**config.mk**
```make
export PLATFORM = sky130hd
export DESIGN_NAME = qos_priority_scheduler
export DESIGN_NICKNAME = d
export VERILOG_FILES = /design/src/rtl/qos_priority_scheduler.sv
export SDC_FILE = /design/constraint.sdc
export NUM_CORES = 1
export LEC_CHECK = 0
export ABC_AREA = 1
export CAP_MARGIN = 30
export CORE_MARGIN = 2
export CORE_UTILIZATION = 57
export DETAILED_ROUTE_END_ITERATION = 8
export DONT_BUFFER_PORTS = 1
export GPL_ROUTABILITY_DRIVEN = 0
export PLACE_DENSITY = 0.86
export SYNTH_ARGS = -nofsm -noshare
export SYNTH_HDL_FRONTEND = slang
export SYNTH_HIERARCHICAL = 1
export SYNTH_SLANG_ARGS = --single-unit
```
**constraint.sdc**
```tcl
create_clock -name clk -period 2.75 [get_ports clk]
set_input_delay 0.55 -clock clk [delete_from_list [all_inputs] [get_ports clk]]
set_output_delay 0.55 -clock clk [all_outputs]
set_load 0.03 [all_outputs]
```
**src/rtl/qos_priority_scheduler.sv**
```systemverilog
// Two-class QoS dispatcher: matched descriptors to a high queue, others to a low queue,
// drained by strict priority through a registered valid/ready stage. Optional starvation
// guard enabled by defining QOS_STARVE_GUARD_EN.

module qos_sched_queue #(
  parameter int DATA_WIDTH = 32,
  parameter int DEPTH_LOG2 = 3
) (
  input  logic                  clk,
  input  logic                  rst,
  input  logic                  push_i,
  input  logic                  pop_i,
  input  logic [DATA_WIDTH-1:0] wdata_i,
  output logic [DATA_WIDTH-1:0] rdata_o,
  output logic [DEPTH_LOG2:0]   count_o
);
  localparam int DEPTH = 1 << DEPTH_LOG2;

  logic [DATA_WIDTH-1:0] mem_q [DEPTH];
  logic [DEPTH_LOG2-1:0] wptr_q, rptr_q;
  logic [DEPTH_LOG2:0]   count_q, count_d;

  always_comb begin
    count_d = count_q;
    if (push_i && !pop_i)      count_d = count_q + 1'b1;
    else if (!push_i && pop_i) count_d = count_q - 1'b1;
  end

  always_ff @(posedge clk or posedge rst) begin
    if (rst) begin
      wptr_q  <= '0;
      rptr_q  <= '0;
      count_q <= '0;
    end else begin
      if (push_i) wptr_q <= wptr_q + 1'b1;
      if (pop_i)  rptr_q <= rptr_q + 1'b1;
      count_q <= count_d;
    end
  end

  // Storage carries no reset; occupancy alone decides validity.
  always_ff @(posedge clk) begin
    if (push_i) mem_q[wptr_q] <= wdata_i;
  end

  assign rdata_o = mem_q[rptr_q];
  assign count_o = count_q;
endmodule

module qos_priority_scheduler #(
  parameter int DATA_WIDTH   = 32,
  parameter int DEPTH_LOG2   = 3,
  parameter int STARVE_LIMIT = 4
) (
  input  logic                  clk,
  input  logic                  rst,
  input  logic                  in_valid,
  input  logic                  in_match,
  input  logic [DATA_WIDTH-1:0] in_data,
  output logic                  out_valid,
  input  logic                  out_ready,
  output logic [DATA_WIDTH-1:0] out_data,
  output logic                  out_prio,
  output logic [DEPTH_LOG2:0]   hi_count,
  output logic [DEPTH_LOG2:0]   lo_count,
  output logic [15:0]           drop_hi_cnt,
  output logic [15:0]           drop_lo_cnt
);
  localparam logic [DEPTH_LOG2:0] FULL = (DEPTH_LOG2+1)'(1 << DEPTH_LOG2);

  if (STARVE_LIMIT < 1 || STARVE_LIMIT > 255) begin : g_bad_limit
    $error("STARVE_LIMIT must be within 1..255");
  end

  logic [DATA_WIDTH-1:0] hi_rdata, lo_rdata;
  logic                  hi_full, lo_full, hi_ne, lo_ne;
  logic                  push_hi, push_lo, drop_hi, drop_lo;
  logic                  load, force_lo, grant_hi, grant_lo, pop_hi, pop_lo;

  logic                  out_valid_q, out_valid_d;
  logic [DATA_WIDTH-1:0] out_data_q, out_data_d;
  logic                  out_prio_q, out_prio_d;
  logic [15:0]           drop_hi_q, drop_hi_d, drop_lo_q, drop_lo_d;

  // Full/empty are taken from start-of-cycle occupancy: a same-cycle pop never frees
  // room for a push, and a same-cycle push is never eligible for a pop.
  assign hi_full = (hi_count == FULL);
  assign lo_full = (lo_count == FULL);
  assign hi_ne   = (hi_count != '0);
  assign lo_ne   = (lo_count != '0);

  assign push_hi = in_valid &  in_match & ~hi_full;
  assign push_lo = in_valid & ~in_match & ~lo_full;
  assign drop_hi = in_valid &  in_match &  hi_full;
  assign drop_lo = in_valid & ~in_match &  lo_full;

  assign load     = ~out_valid_q | out_ready;
  assign grant_hi = hi_ne & ~force_lo;
  assign grant_lo = ~grant_hi & lo_ne;
  assign pop_hi   = load & grant_hi;
  assign pop_lo   = load & grant_lo;

`ifdef QOS_STARVE_GUARD_EN
  logic [7:0] starve_q, starve_d;

  assign force_lo = lo_ne && (starve_q == 8'(STARVE_LIMIT));

  always_comb begin
    starve_d = starve_q;
    if (!lo_ne)      starve_d = '0;
    else if (pop_lo) starve_d = '0;
    else if (pop_hi) starve_d = starve_q + 8'd1;
  end

  always_ff @(posedge clk or posedge rst) begin
    if (rst) starve_q <= '0;
    else     starve_q <= starve_d;
  end
`else
  assign force_lo = 1'b0;
`endif

  qos_sched_queue #(.DATA_WIDTH(DATA_WIDTH), .DEPTH_LOG2(DEPTH_LOG2)) u_hi (
    .clk(clk), .rst(rst), .push_i(push_hi), .pop_i(pop_hi), .wdata_i(in_data),
    .rdata_o(hi_rdata), .count_o(hi_count)
  );

  qos_sched_queue #(.DATA_WIDTH(DATA_WIDTH), .DEPTH_LOG2(DEPTH_LOG2)) u_lo (
    .clk(clk), .rst(rst), .push_i(push_lo), .pop_i(pop_lo), .wdata_i(in_data),
    .rdata_o(lo_rdata), .count_o(lo_count)
  );

  always_comb begin
    out_valid_d = out_valid_q;
    out_data_d  = out_data_q;
    out_prio_d  = out_prio_q;
    if (load) begin
      out_valid_d = grant_hi | grant_lo;
      if (grant_hi) begin
        out_data_d = hi_rdata;
        out_prio_d = 1'b1;
      end else if (grant_lo) begin
        out_data_d = lo_rdata;
        out_prio_d = 1'b0;
      end
    end
  end

  always_comb begin
    drop_hi_d = drop_hi_q;
    drop_lo_d = drop_lo_q;
    if (drop_hi && drop_hi_q != 16'hFFFF) drop_hi_d = drop_hi_q + 16'd1;
    if (drop_lo && drop_lo_q != 16'hFFFF) drop_lo_d = drop_lo_q + 16'd1;
  end

  always_ff @(posedge clk or posedge rst) begin
    if (rst) begin
      out_valid_q <= 1'b0;
      out_data_q  <= '0;
      out_prio_q  <= 1'b0;
      drop_hi_q   <= '0;
      drop_lo_q   <= '0;
    end else begin
      out_valid_q <= out_valid_d;
      out_data_q  <= out_data_d;
      out_prio_q  <= out_prio_d;
      drop_hi_q   <= drop_hi_d;
      drop_lo_q   <= drop_lo_d;
    end
  end

  assign out_valid   = out_valid_q;
  assign out_data    = out_data_q;
  assign out_prio    = out_prio_q;
  assign drop_hi_cnt = drop_hi_q;
  assign drop_lo_cnt = drop_lo_q;
endmodule

```
-- Word-level counts from Yosys, hierarchy flattened
Memories as Yosys holds them, arrays and structs flattened.
Cells that the tools add are included.
- input bits: 37
- output and inout port bits: 74
- bits in registers: 86
- word-level logic and storage cells: 71
- memories kept: 2
- bits in writable memories: 512
- memories (name ; depth ; bits a word ; rd ports ; clocked after Yosys merged registers in ; wr ports ; line ; source):
    u_hi.mem_q ; 8 ; 32 ; 1 ; 0 ; 1 ; 19 ; logic [DATA_WIDTH-1:0] mem_q [DEPTH];
    u_lo.mem_q ; 8 ; 32 ; 1 ; 0 ; 1 ; 19 ;
- $add $sub $neg: 10
- bitwise operators: 16
- reductions and logical operators: 16
- multiplexer cells: 12
- equality and inequality tests: 4
- operators by type and width (cell ; count):
    two-way mux 32 bit ; 2
    adder 16 x 1 -> 16 bit (second input constant) ; 2
    != test 16 bit (second input constant) ; 2
    two-way mux 4 bit ; 4
    adder 3 x 1 -> 3 bit (second input constant) ; 4
    bitwise AND 1 bit ; 9
    adder 4 x 1 -> 4 bit (second input constant) ; 2
    == test 4 bit (second input constant) ; 2
    nonzero test 4 bit ; 2
    subtractor 4 x 1 -> 4 bit (second input constant) ; 2
    logical AND 1 bit ; 6
    two-way mux 1 bit ; 6
    nonzero test 2 bit ; 3
    inverter 1 bit ; 5
    zero test 1 bit ; 4
    OR 1 bit ; 2
    AND reduction 2 bit ; 1

-- Depth between registers and ports, before layout
- word-level depth: 7
- gate-level depth with buffers: 14
- gate-level depth less buffers: 14

-- Cells and area by module
The synthesis kept the hierarchy.
- modules (own cells, without submodules) (module ; cells an instance ; times used ; seq. area each (sq um) ; area an instance (sq um)):
    qos_sched_queue (u_lo) ; 1177 ; 1 ; 7937.6 ; 11593.6
    qos_sched_queue (u_hi) ; 926 ; 1 ; 7937.6 ; 10825.4
    qos_priority_scheduler ; 556 ; 1 ; 1651.6 ; 3709.8

-- Least setup slack after synthesis
No wires, ideal clock.
- path type: register to register
- start point: register u_hi.count_q[0], in the netlist u_hi/count_o[0]
- end point: memory u_hi.mem_q[0][0] (enable)
- path slack: -0.337 ns
- clock period less this slack: 3.087 ns
- data arrival time: 2.666 ns
- required time: 2.329 ns
- library setup time: 0.421 ns
- path buffers: 0
- cell stages (with the launch flop): 5
- cell sequence: dfrtp_1 -> nor2_1 -> a31oi_1 -> nand2_1 -> nor2_1
- longest elaborated chain between the ends: 5
- ends and longest elaborated chain (element ; line ; source):
    start, declared ; 21 ; logic [DEPTH_LOG2:0] count_q, count_d;
    start signal, assigned ; 37 ; count_q <= count_d;
    == test 4 bit ; 87 ; assign hi_full = (hi_count == FULL);
    inverter 1 bit ; 92 ; assign push_hi = in_valid & in_match & ~hi_full;
    bitwise AND 1 bit ; 92 ;
    via push_hi ; 77 ; logic push_hi, push_lo, drop_hi, drop_lo;
    two-way mux 1 bit ; 43 ; if (push_i) mem_q[wptr_q] <= wdata_i;
    two-way mux 1 bit (not written as such) ; 43 ;
    end, declared ; 19 ;
The timed path passes the listed nets, and every way through them passes these cells.

-- Worst setup path after layout
- start point: register out_valid_q, in the netlist out_valid
- end point: register u_hi.count_q[3], in the netlist u_hi/count_o[3]
- longest elaborated chain between the ends: 6
- elaborated cells between the ends (all ways): 8
- classes of those cells: 1 x mux; 3 x bitwise; 4 x reduce/logical
- ends and longest elaborated chain (element ; line ; source):
    start, declared ; 80 ; logic out_valid_q, out_valid_d;
    start signal, assigned ; 164 ; out_valid_q <= out_valid_d;
    inverter 1 bit * ; 97 ; assign load = ~out_valid_q | out_ready;
    OR 1 bit * ; 97 ;
    bitwise AND 1 bit * ; 100 ; assign pop_hi = load & grant_hi;
    via pop_hi ; 78 ; logic load, force_lo, grant_hi, grant_lo, pop_hi, pop_lo;
    zero test 1 bit ; 25 ; if (push_i && !pop_i) count_d = count_q + 1'b1;
    logical AND 1 bit ; 25 ;
    two-way mux 4 bit / nonzero test 2 bit (equally long branches) ; n/a ;
Mark *: on every way through the listed nets, which the timed path passes. The rest lies on a longest branch.
A chain may end at the register's enable or synchronous reset.

==> flow_summary_export.csv <==
group,metric,value,unit
power,seqPwrFrac,40.0,%
worst_setup_path,path_max_fanout,6,
global_route,busiest_layer,"met2",
power,power,30.6,mW
worst_setup_path,required,3230,ps
sta,finalSetupViolCount,0,
finish,final_cells,3365,
global_route,grt_overflow,0,
power,p_comb_share,34.1,%
worst_setup_path,critPathArrivalTime,2930,ps
floorplanning,start_util,57.7,%
floorplanning,die_w,218,µm
worst_hold_path,hold_depth,0,
clocking,htreeDepth,2,
clocking,tritoncts,"done",
global_route,grt_max_degree,131,
synthesis,synth.cell_area,26100,µm²
finish,final_cell_mix,"nand2_1, edfxtp_1, nor2_1, inv_1, o21ai_0",
worst_setup_path,reg2regPathDepth,13,
synthesis,yosys_warnings,6,
global_route,grtUsageTotal,27.4,%
global_route,grt_pass1_wl,100000,µm
clocking,clk_path_buf_depth,3,
worst_setup_path,criticalPathCategory,"register to register",
synthesis,syn-num-nets,2710,
power,internal_power,18.6,mW
synthesis,synthTopCellsByArea,"edfxtp_1, nand2_1, dfrtp_1",
finish,post-route-util,64.8,%
power,p_per_area,1040,nW/µm²
sta,fin_crit,2450,ps
floorplanning,fp.coreArea,45300,µm²
finish,final_nets,2767,
sta,min_period_over_period,89.1,%
run,drv_cap,0,
sta,final_hold_viol_count,0,
sta,rsz0062_at_grt,"false",
route,ant_nets,0,
worst_setup_path,critPathSlowestCell,"dfrtp_1",
placement,placed_cell_area,27000,µm²
finish,fillers,3039,
placement,placed_cells,3209,
power,irDropWorstVdd,0.00103,V
synthesis,synth.avg_cell_area,9.83,µm²
run_status,status,"finished clean",
sta,worst_clock_skew,45.4,ps
floorplanning,io_pins,111,
finish,syn2layout_area_growth,12.3,%
route,drt-pass1-iter-count,7,
floorplanning,die_y,218,µm
worst_hold_path,hold_start,"in_data[3]",
finish,drive_gt1_share,6.99,%
worst_setup_path,r2r_setup_slack,300,ps
clocking,root_buffer,"clkbuf_16",
worst_setup_path,slowest_delay,380,ps
sta,report.final.slew_viol_count,0,
route,vias,19211,
clocking,numCtsBuffers,59,
finish,seqCellArea,17500,µm²
synthesis,synth_top_area_share,58.8,%
global_route,met1_usage,34.3,%
worst_hold_path,hp-class,"primary input to register",
synthesis,ys_ff_latch,598,
route,wire_per_inst,19.5,µm
placement,dpl.hpwl,36600,µm
synthesis,synth_cell_types,32,
worst_setup_path,cp-end-kind,"register",
synthesis,synth_top_cell_by_area,"edfxtp_1",
worst_setup_path,worstPathCellList,"inv_1 -> nor2_1 -> buf_4 -> nor2_1 -> inv_1 -> ha_1 -> inv_1 -> ha_1 -> or2_2 -> nand2_1 -> nand2_1 -> nand3_1 -> nand2_1",
sta,tns,0,ps
synthesis,yosysSeqAreaShare,67.1,%
finish,multi_input_area,7290,µm²
power,switching_share,39.3,%
clocking,clk_latency,640,ps
route,viasPerCell,5.71,
global_route,met3_usage,6.25,%
worst_hold_path,hold_end,"u_lo/mem_q[4][3]",
clocking,clk_pin_slew,60,ps
route,drc,0,
route,finalWirelength,65600,µm
global_route,grt_util_met2,45.4,%
finish,final_common_cell,"nand2_1",
floorplanning,dieArea,47600,µm²
clocking,clock_sinks,598,
synthesis,synth_cells,2659,
placement,portBuffers,0,
finish,stdcell_area,29400,µm²
sta,worst-slew-pin-transition,917,ps
floorplanning,rows,78,
power,p_sw,12.0,mW
global_route,grt_pass1_vias,18887,
power,leakagePower,12.3,nW
route,drt_iter0_drc,2849,
sta,max_freq,408,MHz
worst_setup_path,critPathLaunchType,"register",
clocking,cts_setup_buffers,0,
power,clockPowerShare,25.9,%
global_route,antenna_found_initial,5,
worst_setup_path,rr_endpoint,"u_hi/count_o[3]",
worst_setup_path,regToRegStartpoint,"out_valid",
sta,relSlewSlack,38.9,%
## sequential cells by signal (all words and copies together), names as in the netlist
| name | cells |
|---|---|
| u_hi/count_o | 4 |
| u_lo/wptr_q | 3 |
| u_lo/count_o | 4 |
| out_data | 32 |
| u_hi/rptr_q | 3 |
| out_prio | 1 |
| drop_hi_cnt | 16 |
| out_valid | 1 |
| u_hi/wptr_q | 3 |
| u_hi/mem_q | 256 |
| u_lo/rptr_q | 3 |
| u_lo/mem_q | 256 |
| drop_lo_cnt | 16 |
## worst max-delay path by stage
stage,from,to,slack (ps)
floorplan,u_hi/count_o[0],u_hi/mem_q[0][0],-340
global placement,out_ready,u_hi/count_o[3],310
detailed placement,out_ready,u_hi/count_o[3],270
CTS,u_hi/count_o[1],u_lo/count_o[3],310
global route,u_hi/count_o[1],u_lo/count_o[3],120
finish,out_valid,u_hi/count_o[3],300
## synthesized netlist by cell type (all sizes together)
cell    count
a21oi       2
a31oi       2
buf        90
clkbuf     24
clkinv      1
dfrtp      86
edfxtp    512
fa          2
ha         12
inv       188
nand2    1153
nand3      18
nand3b      2
nand4      10
nor2      379
nor3        2
o21ai     150
or2         2
xnor2      12
xor2       12
## power groups by stage
| stage | clock network [mW] | logic [mW] | registers (mW) |
|---|---|---|---|
| 2_1_floorplan | 0 | 7.16 | 12.3 |
| 3_3_place_gp | 0 | 9.27 | 12.3 |
| 3_5_place_dp | 0 | 9.78 | 12.4 |
| 4_1_cts | 7.98 | 10.1 | 12.2 |
| 5_1_grt | 8.34 | 11.4 | 12.3 |
| 6_report | 7.93 | 10.4 | 12.2 |
## routing by layer
metal,wire length (µm),vias up
met1,23100,9032
met3,7840,224
met5,27,-
li1,-,8615
met2,31700,1336
met4,2920,4
## logic make-up (layout without fill, tap and decap cells)
logic type               Yosys count  after routing  share of synthesized area [%]
adder cells (fa/ha/maj)           14             14                          0.728
AO/OA/AOI/OAI                    154            154                           3.05
other                              0              3                              0
buffers and inverters            303            406                           5.47
AND/OR/NAND/NOR                 1566           1566                           22.9
XOR/XNOR                          24             24                          0.804
flip-flops                       598            598                           67.1
## worst max-delay path: cells and delay by family (launching register included)
kind | cells | cell delay, ps
buffers and inverters | 4 | 450
adders and majority gates | 2 | 500
and+or+nand+nor | 7 | 950
DFF | 1 | 380
## cell type report
type | instances | area share (%)
diodes | 3 | 0.0256
clock buffers | 80 | 5.44
clock inverters | 27 | 1.06
inverters | 189 | 2.44
multi-input cells | 1758 | 24.8
flip-flops and latches | 598 | 59.7
well taps | 600 | 2.56
repair buffers | 110 | 3.89
## what timing repair did
item / 4_1_cts / 5_1_grt
gates resized for setup: 0 / 0
hold buffers: 33 / 12
endpoints found under the hold margin: 366 / 56
## metrics by stage
step           hold slack (ps)  setup slack, ps
3_3_place_gp               443              313
2_1_floorplan              390             -337
4_1_cts                   1.63              309
3_5_place_dp               445              273
5_1_grt                 0.0708              120
6_report                  24.7              301
Note: power is estimated with default switching activity, not from simulation.
==> RTL change 1, RTL diff (config.mk and constraints unchanged) <==
Add a define of `QOS_STARVE_GUARD_EN`.
--- a/src/rtl/qos_priority_scheduler.sv
+++ b/src/rtl/qos_priority_scheduler.sv
@@ -2,4 +2,6 @@
 // drained by strict priority through a registered valid/ready stage. Optional starvation
 // guard enabled by defining QOS_STARVE_GUARD_EN.
+
+`define QOS_STARVE_GUARD_EN
 
 module qos_sched_queue #(
Function: no difference found for any inputs over 4 cycles, from zero or initial values and one cycle with rst high; that may be too few to reach the edited logic, so the function may still have changed.
==> RTL change 1 against the unedited design <==
- routed wire length is 3.8% higher
- design area is 2.5% higher
- non-clock buffer count fell by 19
- setup slack lost 0.17 ns
- total power is 1.4% higher
- via count rose by 2.9%
- critical path depth is 3 higher
- synthesized area up 3.0%
- sequential cell count increased by 8
==> RTL change 1: results (changes against the unedited design) <==
metric	value	unit	change
status	completed		
sink of the worst hold path	u_hi/mem_q[2][14]$_DFFE_PP_		
Vias/cell	5.74		+0.46%
Max VDD drop	0.000781	V	-24%
synth cell count leaders	nand2_1 (1063), edfxtp_1 (512), nor2_1 (377), inv_1 (251), dfrtp_1 (94)		
Static Leak	12.7	nW	+3.3%
syn avg cell area	9.77	sq um	-0.58%
layout cells sized above 1	0.0758		+0.00591
arrival time worst endpoint	3.14	ns	+0.21 ns
placed inst area	27900	sq um	+3.3%
hold_sp	in_data[14]		
synth top area cells	edfxtp_1 (57%), nand2_1 (15%), dfrtp_1 (8.7%), nor2_1 (5.3%), inv_1 (3.5%)		
critical path launch point	starve_q[0]$_DFFE_PP0P_		
WHS	0.0263	ns	+0.00162 ns
Reg2Reg Setup Slack	0.13	ns	-0.17 ns
dpl cells	3303		+2.9%
Final min period	2.62	ns	+0.167 ns
post-DP HPWL	37300	microns	+1.9%
global-route usage over all layers	0.276		+0.00157
peak fanout along the critical path	5		-1
synth unique cells	35		+9.4%
largest net degree at the start of global routing	105		-20%
WL per Instance	19.8	microns	+1.3%
compound-cell area share of the yosys netlist	0.0304		-0.0000523
drt pass-1 iters	8		+1
Max Clock Skew	0.0422	ns	-0.00323 ns
worst slack, placed	0.125	ns	-0.148 ns
vias	19764		+2.9%
Synth Area in Adders	0.00800		+0.000717
==> RTL change 1: area by class of cell <==
type                       count  area (sq um)
timing repair buffer          91          1130
multi-input combinational   1775          7610
sequential                   606         17700
inverter                     257           968
clock inverter                37           317
fill                        3144         16500
clock buffer                  71          1570
antenna                        2          5.00
tap                          607           759
==> RTL change 1: kinds of logic (layout without fill, tap and decap cells) <==
family / Yosys count / after routing
other: 0 / 2
xor gates and xnor gates: 35 / 35
buffers and inverters: 374 / 456
AOI/OAI and AO/OA: 159 / 159
adders and majority gates: 16 / 16
DFF: 606 / 606
and+or+nand+nor: 1565 / 1565
==> RTL change 1: worst reg2reg max path: cells and delay by family (launching register included) <==
kind                       cells  cell delay (ns)
DFF                            1             0.40
and+or+nand+nor               10             1.11
adders and majority gates      3             0.71
buffers and inverters          3             0.31
==> RTL change 1: per-layer routing <==
metal	wire length, microns	share of wire	global-route usage
met1	24700	0.36	0.349
met2	32800	0.48	0.453
met3	7430	0.11	0.0547
met4	3110	0.046	0.141
met5	0	0	0
==> RTL change 2, RTL diff (same flow settings) <==
Without the edit above. Put a register stage on the output `lo_count`. The value now appears one clock later. The other outputs are not delayed to match.
--- a/src/rtl/qos_priority_scheduler.sv
+++ b/src/rtl/qos_priority_scheduler.sv
@@ -69,4 +69,6 @@
   localparam logic [DEPTH_LOG2:0] FULL = (DEPTH_LOG2+1)'(1 << DEPTH_LOG2);
 
+  logic [DEPTH_LOG2:0] lo_count_d;
+
   if (STARVE_LIMIT < 1 || STARVE_LIMIT > 255) begin : g_bad_limit
     $error("STARVE_LIMIT must be within 1..255");
@@ -86,7 +88,7 @@
   // room for a push, and a same-cycle push is never eligible for a pop.
   assign hi_full = (hi_count == FULL);
-  assign lo_full = (lo_count == FULL);
+  assign lo_full = (lo_count_d == FULL);
   assign hi_ne   = (hi_count != '0);
-  assign lo_ne   = (lo_count != '0);
+  assign lo_ne   = (lo_count_d != '0);
 
   assign push_hi = in_valid &  in_match & ~hi_full;
@@ -128,5 +130,5 @@
   qos_sched_queue #(.DATA_WIDTH(DATA_WIDTH), .DEPTH_LOG2(DEPTH_LOG2)) u_lo (
     .clk(clk), .rst(rst), .push_i(push_lo), .pop_i(pop_lo), .wdata_i(in_data),
-    .rdata_o(lo_rdata), .count_o(lo_count)
+    .rdata_o(lo_rdata), .count_o(lo_count_d)
   );
 
@@ -175,4 +177,8 @@
   assign drop_hi_cnt = drop_hi_q;
   assign drop_lo_cnt = drop_lo_q;
+  always_ff @(posedge clk) begin
+    lo_count <= lo_count_d;
+  end
+
 endmodule
 
Check against the original RTL: not equivalent (a bounded check fails within 4 cycles, from zero or initial values and one cycle with rst high).
==> RTL change 2 against the unedited design <==
- total power fell by 0.41%
- setup slack got worse by 0.10 ns
- synthesized area rose by 0.31%
- sequential cell count rose by 4
- routed wire length fell by 0.26%
- sequential power barely moved
- largest power group unchanged
- clock skew fell by 0.0020 ns
- design area barely moved
- critical path type unchanged
- utilization fell by 0.18 points
- via count fell by 2.0%
- global-route usage rose by 0.091 points
- synthesized cell count barely moved
- largest cell class unchanged
==> RTL change 2: results (changes against the unedited design) <==
metric	value	unit	change
status	completed		
initial antenna violation count	1		-4
Post CTS Setup Buffer Count	0		unchanged
drt pass-1 iters	6		-1
largest net degree at the start of global routing	131		unchanged
Initial Util	0.578		about the same
Skew-Pair Late Insertion Delay	0.65	ns	
WL per Instance	19.6	microns	+0.34%
sequential-to-total area share from yosys stat	0.672		+0.000974
arrival time worst endpoint	3.08	ns	+0.15 ns
Hold Path Class	in2reg		
global-route usage over all layers	0.275		+0.000908
Max Clock Skew	0.0434	ns	-0.00205 ns
root cell of the clock tree	clkbuf_16		
Post-synth EDFFs	512		unchanged
I/O Buffers	0		unchanged
worst slack, placed	-0.0294	ns	-0.302 ns
Num CTS Buffers	59		unchanged
Static Leak	12.2	nW	-0.42%
maximum root-to-sink buffer count	3		unchanged
H-tree levels	2		unchanged
asr flop ratio synth	0.143		-0.000956
post-DP HPWL	35500	microns	-3.0%
first-pass GRT wire length	100000	microns	about the same
Worst path max stage delay	0.41	ns	+0.03 ns
ys flop type	edfxtp_1		
synth unique cells	33		+3.1%
First DRT Iteration DRCs	2422		-15%
Hold Path Cell Cnt	0		unchanged
Worst Slack Setup Final	0.200	ns	-0.101 ns
layout cells sized above 1	0.0761		+0.00626
Worst slew margin	0.406		+0.0177
WHS	0.0299	ns	+0.00522 ns
Worst path top cell family by delay	simple AND/OR/NAND/NOR gates		
synth cell count leaders	nand2_1 (1134), edfxtp_1 (512), nor2_1 (374), inv_1 (182), dfrtp_1 (86)		
syn nets	2708		-0.074%
synth top area cells	edfxtp_1 (59%), nand2_1 (16%), dfrtp_1 (8.2%), nor2_1 (5.4%), inv_1 (2.6%)		
YS warnings	6		unchanged
vias	18824		-2.0%
peak fanout along the critical path	6		unchanged
CP max stage cell	nor3_2		
Reg2Reg Depth	12		-1
Clk pin slew, worst setup/hold paths	0.06	ns	about the same
Max VDD drop	0.000807	V	-22%
ant diodes	0		-3
# setup viols final	0		unchanged
RTL change 2: cell count changes after synthesis, sizes merged, moves of 2 or more:
cell / unedited run / this run
nand2: 1153 / 1148
xnor2: 12 / 17
dfxtp: 0 / 4
nor2: 379 / 376
xor2: 12 / 9
nand3b: 2 / 0
RTL change 2: cell type report:
class                      instances  area (sq um)
timing repair buffer              91           998
inverter                         189           716
clock inverter                    51           477
clock buffer                      61          1480
sequential                       602         17600
multi-input combinational       1751          7290
tap                              600           751
fill                            3100         16100
RTL change 2: through the flow:
stage,instance area (sq um),setup TNS (ns),std cells
floorplan,26200,-85.16,2657
global placement,27100,0,3202
detailed placement,27100,-0.0294,3202
CTS,29300,0,3345
global route,29300,0,3345
finish,29300,0,3345
RTL change 2: repair_timing:
action | CTS | global route
gates resized for setup | 1 | 0
hold endpoints to repair | 474 | 0
endpoints found under the setup margin | 1 | 0
hold buffers | 31 | 0
RTL change 2: final timing paths:
kind,start,end
setup reg to reg,u_hi/count_o[1]$_DFFE_PP0P_,u_lo/count_o[3]$_DFFE_PP0P_
setup / recovery,u_hi/count_o[1]$_DFFE_PP0P_,u_lo/count_o[3]$_DFFE_PP0P_
min in group asynchronous,rst,u_lo/count_o[0]$_DFFE_PP0P_
hold / removal,in_data[30],u_hi/mem_q[2][30]$_DFFE_PP_
max in group asynchronous,rst,drop_hi_cnt[5]$_DFFE_PP0P_
hold reg to reg,u_lo/count_o[2]$_DFFE_PP0P_,lo_count[2]$_DFF_P_
RTL change 2: routing by layer:
| layer | wire, microns | track usage | up-vias |
|---|---|---|---|
| met5 | 13 | 0 | - |
| met2 | 31000 | 0.447 | 1164 |
| li1 | - | - | 8575 |
| met3 | 8260 | 0.0658 | 267 |
| met1 | 22900 | 0.345 | 8816 |
| met4 | 3290 | 0.142 | 2 |
RTL change 2: logic make-up (layout without fill, tap and decap cells):
kind of cell               count (synthesis)  count (layout)  synth area share
DFF                                      602             602             0.672
adders and majority gates                 14              14           0.00726
buffers and inverters                    304             392            0.0552
AOI/OAI and AO/OA                        155             155            0.0304
and+or+nand+nor                         1556            1556             0.227
xor gates and xnor gates                  26              26           0.00869
RTL change 2: power by group:
part	switching (mW)	internal, mW
registers	1.24	11.0
clock network	3.57	4.53
logic	7.11	3.02
total	11.9	18.5
